--- src/rtl/proc_pkg.sv ---
// Shared definitions for the register-file sequencer: opcodes, FSM states
// and instruction field positions.
`timescale 1ns/1ps
package proc_pkg;

  typedef enum logic [1:0] {
    ST_IDLE  = 2'd0,
    ST_READ  = 2'd1,
    ST_EXEC  = 2'd2,
    ST_WRITE = 2'd3
  } state_e;

  localparam logic [3:0] OP_ADD = 4'd0;
  localparam logic [3:0] OP_SUB = 4'd1;
  localparam logic [3:0] OP_AND = 4'd2;
  localparam logic [3:0] OP_OR  = 4'd3;
  localparam logic [3:0] OP_XOR = 4'd4;
  localparam logic [3:0] OP_NOT = 4'd5;
  localparam logic [3:0] OP_SHL = 4'd6;
  localparam logic [3:0] OP_SHR = 4'd7;
  localparam logic [3:0] OP_MOV = 4'd8;
  localparam logic [3:0] OP_NOP = 4'd9;

  localparam int OP_MSB = 12;
  localparam int OP_LSB = 9;
  localparam int RD_MSB = 8;
  localparam int RD_LSB = 6;
  localparam int RS_MSB = 5;
  localparam int RS_LSB = 3;
  localparam int RT_MSB = 2;
  localparam int RT_LSB = 0;

  // r7 is read-only; writes to it are flagged as errors.
  localparam logic [2:0] RD_RESERVED = 3'd7;

endpackage

--- src/rtl/seq_alu.sv ---
// Combinational opcode datapath for the sequencer; all arithmetic wraps
// modulo 2^DATA_W, and opcodes 10-15 raise illegal_o.
`timescale 1ns/1ps
module seq_alu
  import proc_pkg::*;
#(
  parameter int DATA_W = 13
) (
  input  logic [3:0]        op_i,
  input  logic [DATA_W-1:0] a_i,
  input  logic [DATA_W-1:0] b_i,
  output logic [DATA_W-1:0] result_o,
  output logic              illegal_o
);

  always_comb begin
    result_o  = '0;
    illegal_o = 1'b0;
    case (op_i)
      OP_ADD:  result_o = a_i + b_i;
      OP_SUB:  result_o = a_i - b_i;
      OP_AND:  result_o = a_i & b_i;
      OP_OR:   result_o = a_i | b_i;
      OP_XOR:  result_o = a_i ^ b_i;
      OP_NOT:  result_o = ~a_i;
      OP_SHL:  result_o = {a_i[DATA_W-2:0], 1'b0};
      OP_SHR:  result_o = {1'b0, a_i[DATA_W-1:1]};
      OP_MOV:  result_o = a_i;
      OP_NOP:  result_o = '0;
      default: illegal_o = 1'b1;
    endcase
  end

endmodule

--- src/rtl/regfile_sequencer.sv ---
// Four-state IDLE/READ/EXEC/WRITE instruction sequencer in front of a register
// file. Optional retired-instruction counter under REGFILE_SEQUENCER_PERF_EN.
`timescale 1ns/1ps
module regfile_sequencer
  import proc_pkg::*;
#(
  parameter int DATA_W = 13,
  parameter int ADDR_W = 3
) (
  input  logic              clk,
  input  logic              reset,
  input  logic              i_valid,
  input  logic [DATA_W-1:0] i_instr,
  output logic              o_ready,
  output logic              o_done,
  output logic              o_err,
  output logic              o_memRead,
  output logic              o_memWrite,
  output logic [ADDR_W-1:0] o_address1,
  output logic [ADDR_W-1:0] o_address2,
  output logic [ADDR_W-1:0] o_destReg,
  output logic [DATA_W-1:0] o_ALUresult,
  input  logic [DATA_W-1:0] i_dataA,
  input  logic [DATA_W-1:0] i_dataB
`ifdef REGFILE_SEQUENCER_PERF_EN
  , output logic [15:0]     o_retired
`endif
);

  state_e              state_q, state_d;
  logic [DATA_W-1:0]   instr_q;
  logic [DATA_W-1:0]   result_q;
  logic                err_q;
  logic                wen_q;

  logic [3:0]          op_w;
  logic [2:0]          rd_w;
  logic [2:0]          rs_w;
  logic [2:0]          rt_w;
  logic [DATA_W-1:0]   alu_result;
  logic                alu_illegal;
  logic                accept;

  assign op_w   = instr_q[OP_MSB:OP_LSB];
  assign rd_w   = instr_q[RD_MSB:RD_LSB];
  assign rs_w   = instr_q[RS_MSB:RS_LSB];
  assign rt_w   = instr_q[RT_MSB:RT_LSB];
  assign accept = i_valid && o_ready;

  seq_alu #(.DATA_W(DATA_W)) u_alu (
    .op_i      (op_w),
    .a_i       (i_dataA),
    .b_i       (i_dataB),
    .result_o  (alu_result),
    .illegal_o (alu_illegal)
  );

  always_ff @(posedge clk) begin
    if (reset) begin
      state_q  <= ST_IDLE;
      instr_q  <= '0;
      result_q <= '0;
      err_q    <= 1'b0;
      wen_q    <= 1'b0;
    end else begin
      state_q <= state_d;
      if (accept) begin
        instr_q <= i_instr;
      end
      // Writeback decision is frozen together with the result at end of EXEC.
      if (state_q == ST_EXEC) begin
        result_q <= alu_result;
        err_q    <= alu_illegal || ((rd_w == RD_RESERVED) && (op_w != OP_NOP));
        wen_q    <= !alu_illegal && (op_w != OP_NOP) && (rd_w != RD_RESERVED);
      end
    end
  end

  always_comb begin
    state_d     = state_q;
    o_ready     = 1'b0;
    o_done      = 1'b0;
    o_err       = 1'b0;
    o_memRead   = 1'b0;
    o_memWrite  = 1'b0;
    o_address1  = '0;
    o_address2  = '0;
    o_destReg   = '0;
    o_ALUresult = '0;
    // Outputs are forced low while reset is held, even mid-instruction.
    if (!reset) begin
      case (state_q)
        ST_IDLE: begin
          o_ready = 1'b1;
          if (i_valid) begin
            state_d = ST_READ;
          end
        end
        ST_READ: begin
          o_memRead  = 1'b1;
          o_address1 = rs_w;
          o_address2 = rt_w;
          state_d    = ST_EXEC;
        end
        ST_EXEC: begin
          state_d = ST_WRITE;
        end
        ST_WRITE: begin
          o_done  = 1'b1;
          o_err   = err_q;
          state_d = ST_IDLE;
          if (wen_q) begin
            o_memWrite  = 1'b1;
            o_destReg   = rd_w;
            o_ALUresult = result_q;
          end
        end
        default: state_d = ST_IDLE;
      endcase
    end
  end

`ifdef REGFILE_SEQUENCER_PERF_EN
  logic [15:0] retired_q;

  always_ff @(posedge clk) begin
    if (reset) begin
      retired_q <= '0;
    end else if ((state_q == ST_WRITE) && !err_q) begin
      retired_q <= retired_q + 16'd1;
    end
  end

  assign o_retired = retired_q;
`endif

endmodule

--- config.mk ---
export PLATFORM = sky130hd
export DESIGN_NAME = regfile_sequencer
export DESIGN_NICKNAME = d
export VERILOG_FILES = /design/src/rtl/proc_pkg.sv /design/src/rtl/seq_alu.sv /design/src/rtl/regfile_sequencer.sv
export SDC_FILE = /design/constraint.sdc
export NUM_CORES = 1
export LEC_CHECK = 0
export ABC_AREA = 1
export CORE_MARGIN = 4
export CORE_UTILIZATION = 40
export CTS_BUF_LIST = sky130_fd_sc_hd__clkbuf_8
export CTS_CLUSTER_DIAMETER = 80
export DETAILED_ROUTE_END_ITERATION = 16
export HOLD_SLACK_MARGIN = 0.08
export PLACE_DENSITY = 0.73
export SKIP_LAST_GASP = 1
export SLEW_MARGIN = 5
export SYNTH_ARGS = -nofsm -noshare
export SYNTH_HDL_FRONTEND = slang
export SYNTH_HIERARCHICAL = 1
export SYNTH_SLANG_ARGS = --single-unit
--- constraint.sdc ---
create_clock -name clk -period 5.85 [get_ports clk]
set_input_delay 0.585 -clock clk [delete_from_list [all_inputs] [get_ports clk]]
set_output_delay 0.585 -clock clk [all_outputs]
set_load 0.02 [all_outputs]
==> impl_metrics.json <==
{
  "rows": 33,
  "seq_area_um2": 601,
  "seq_area_frac_synth_pct": 17.6,
  "report.final.slew_viol_count": 0,
  "nFillCells": 864,
  "post_cts_buffers": 0,
  "insertedDiodeCount": 0,
  "synth_fp_nets": 620,
  "dp.final_hpwl_mm": 7.93,
  "dr.first_iter.drc_count": 168,
  "cts.sinks": 30,
  "fin_area_um2": 4200,
  "start_kind": "input pin",
  "reg2reg_depth": 17,
  "fp.coreArea_um2": 8260,
  "area_growth_pct": 22.7,
  "grt_pass1_wl_mm": 15.9,
  "worst-path-max-fanout": 5,
  "rsz0062_at_grt": "false",
  "portBuffers": 68,
  "pre_cts_slack_ns": 2.35,
  "fin_nets": 681,
  "cp-end-kind": "flop",
  "hold_class": "flop to flop",
  "avgRoutedWirePerCell_um": 13.9,
  "h-tree-depth": 2,
  "grt_usage_pct": 19.2,
  "ys_ff_latch": 30,
  "worstPathRequired_ns": 6.01,
  "grt_pass1_vias": 3510,
  "syn_area_um2": 3420,
  "cts_tree": "done",
  "post_drt_via_cell_ratio": 5.12,
  "power.density_nw_per_um2": 262,
  "start_util_pct": 41.4,
  "placedInstanceArea_um2": 4120,
  "worst_slew_pin_slew_ns": 0.628,
  "fin_setup_tns_ns": 0,
  "clkTransAtPathRegs_ns": 0.06,
  "hp-start": "result_q[6]",
  "syn_inst": 534,
  "clock_latency_ns": 0.27,
  "synth_cell_types": 43,
  "avgSynthCellArea_um2": 6.40,
  "postRouteAntennaNets": 0,
  "design.die.area_um2": 10100,
  "synthFlopType": "dfxtp_1",
  "cts-hold-fix-buffers": 0,
  "setup_violations": 0,
  "clk_root_buffer_cell": "clkbuf_8",
  "wl_mm": 9.71,
  "reg2reg_slack_ns": 3.07,
  "gp_congestion": 0.910,
  "leakage_uw": 0.00202,
  "dr.pass1.iters": 5,
  "drive_above_1_share_pct": 9.24,
  "fmax_mhz": 313,
  "finalPower_uw": 1100,
  "whs_endpoint": "result_q[6]",
  "post_cts_resized": 0,
  "hold_violations": 0,
  "drcViolationCount": 0,
  "chipHeight_um": 100,
  "grt_max_degree": 31,
  "synth_edf_count": 0,
  "r2r_end": "result_q[4]",
  "r2r_start": "instr_q[10]",
  "hold_depth": 2,
  "min_period_ns": 3.19,
  "status": "finished clean",
  "ys_async_sr_fraction_pct": 0,
  "arrival_ns": 3.35,
  "postLayoutSetupSlackWorst_ns": 2.66,
  "antenna_found_initial": 0,
  "slew_headroom_pct": 58.1,
  "whs_ns": 0.465,
  "multi_input_area_um2": 2390,
  "critPathKind": "input pin to flop",
  "finalCritPeriodShare_pct": 54.5,
  "yosys_warnings": 6,
  "die_width_um": 100,
  "num_io_pins": 69,
  "overflow": 0,
  "cts_buffer_depth": 2,
  "vias": 3584,
  "skew_ns": 0.00524,
  "cts_buffers": 5,
  "drv_cap": 0,
  "peakVddDrop_uv": 129
}
## power breakdown
part | switching, uW | leakage, uW | total, uW | internal, uW
Combinational | 403 | 0.00173 | 637 | 233
Clock | 73.6 | 0.0000438 | 153 | 79.6
Sequential | 36.2 | 0.000246 | 309 | 272
## layout make-up
type / instances / area share, %
clock buffers: 5 / 1.64
well taps: 105 / 3.13
clock inverters: 2 / 0.239
repair buffers: 68 / 16.2
multi-input cells: 405 / 56.9
inverters: 85 / 7.60
flip-flops and latches: 30 / 14.3
## cells in the mapped netlist (all sizes together) (5+ instances only)
cell type | instances | area (um^2)
nand2 | 140 | 556
inv | 85 | 319
nor2 | 64 | 304
ha | 43 | 538
nand3 | 37 | 190
o21ai | 34 | 181
a21oi | 31 | 159
dfxtp | 30 | 601
buf | 13 | 110
xor2 | 10 | 87.6
o22ai | 7 | 43.8
o2111ai | 6 | 52.6
o221ai | 5 | 43.8
or2 | 5 | 31.3
## cells by family (layout without fill, tap and decap cells)
logic type | Yosys count | count (layout) | share of synthesized area, %
compound gates | 95 | 95 | 17.0
fa+ha+maj | 44 | 44 | 16.3
flops | 30 | 30 | 17.6
xor+xnor | 12 | 12 | 3.07
buf+inv | 99 | 160 | 12.7
simple gates | 254 | 254 | 33.4
## layout by cell type (no fill, tap or decap), types with 2 or more instances in the layout
master,Yosys,layout
a211oi_2,2,2
a21o_1,2,2
a21oi_1,30,30
a31oi_1,2,2
clkbuf_8,0,5
clkdlybuf4s50_1,0,68
clkinv_2,0,2
dfxtp_1,30,30
ha_1,43,43
inv_1,73,73
inv_2,12,12
nand2_1,132,132
nand2_2,6,6
nand2_4,2,2
nand3_1,36,36
nand3b_1,2,2
nand4_1,2,2
nor2_1,50,50
nor2_2,10,10
nor2_4,3,3
o2111ai_1,6,6
o211ai_1,2,2
o21ai_0,23,23
o21ai_1,8,8
o21ai_2,3,3
o21bai_1,2,2
o221ai_1,5,5
o22ai_1,7,7
or2_2,5,5
xnor2_1,2,2
xor2_1,10,10
## state kept, by name, indices dropped and copies added, names as in the netlist
signal    cells
state_q       2
err_q         1
wen_q         1
instr_q      13
result_q     13
## routing by layer
| layer | wire length, um | GRT usage (%) | vias to the layer above |
|---|---|---|---|
| li1 | - | - | 1843 |
| met3 | 382 | 2.15 | 10 |
| met5 | 0 | 0 | - |
| met1 | 4350 | 24.2 | 1632 |
| met4 | 152 | 5.70 | 0 |
| met2 | 4820 | 34.4 | 99 |
## worst max path at each step
stage / startpoint / to / slack (ns) / cells past startpoint
after global placement: i_dataB[0] / result_q[12] / 2.35 / 19
after CTS: i_dataB[0] / result_q[12] / 2.64 / 19
after floorplan: i_dataB[0] / result_q[12] / 3.30 / 17
after global routing: i_dataB[4] / result_q[12] / 2.25 / 17
after detailed placement: i_dataB[0] / result_q[12] / 2.35 / 19
final: i_dataB[4] / result_q[12] / 2.66 / 17
## worst max-delay path: stages
cell and delay, ns:
clkdlybuf4s50_1 0.50, nor2_1 0.23, nand2_1 0.07, o21ai_1 0.27, o21ai_1 0.17, xor2_1 0.18
ha_1 0.35, nand2_1 0.12, inv_1 0.05, a21oi_1 0.14, nand2_1 0.07, nor2_1 0.14
nand3_1 0.09, nand3_1 0.09, nand2_1 0.05, o21ai_0 0.18, a21oi_1 0.05
## through the flow
stage	util (%)	cells
after floorplan	-	534
after global placement	49.9	693
after detailed placement	49.9	693
after CTS	50.8	700
after global routing	50.8	700
final	50.8	700
Note: power is estimated with default switching activity, not from simulation.
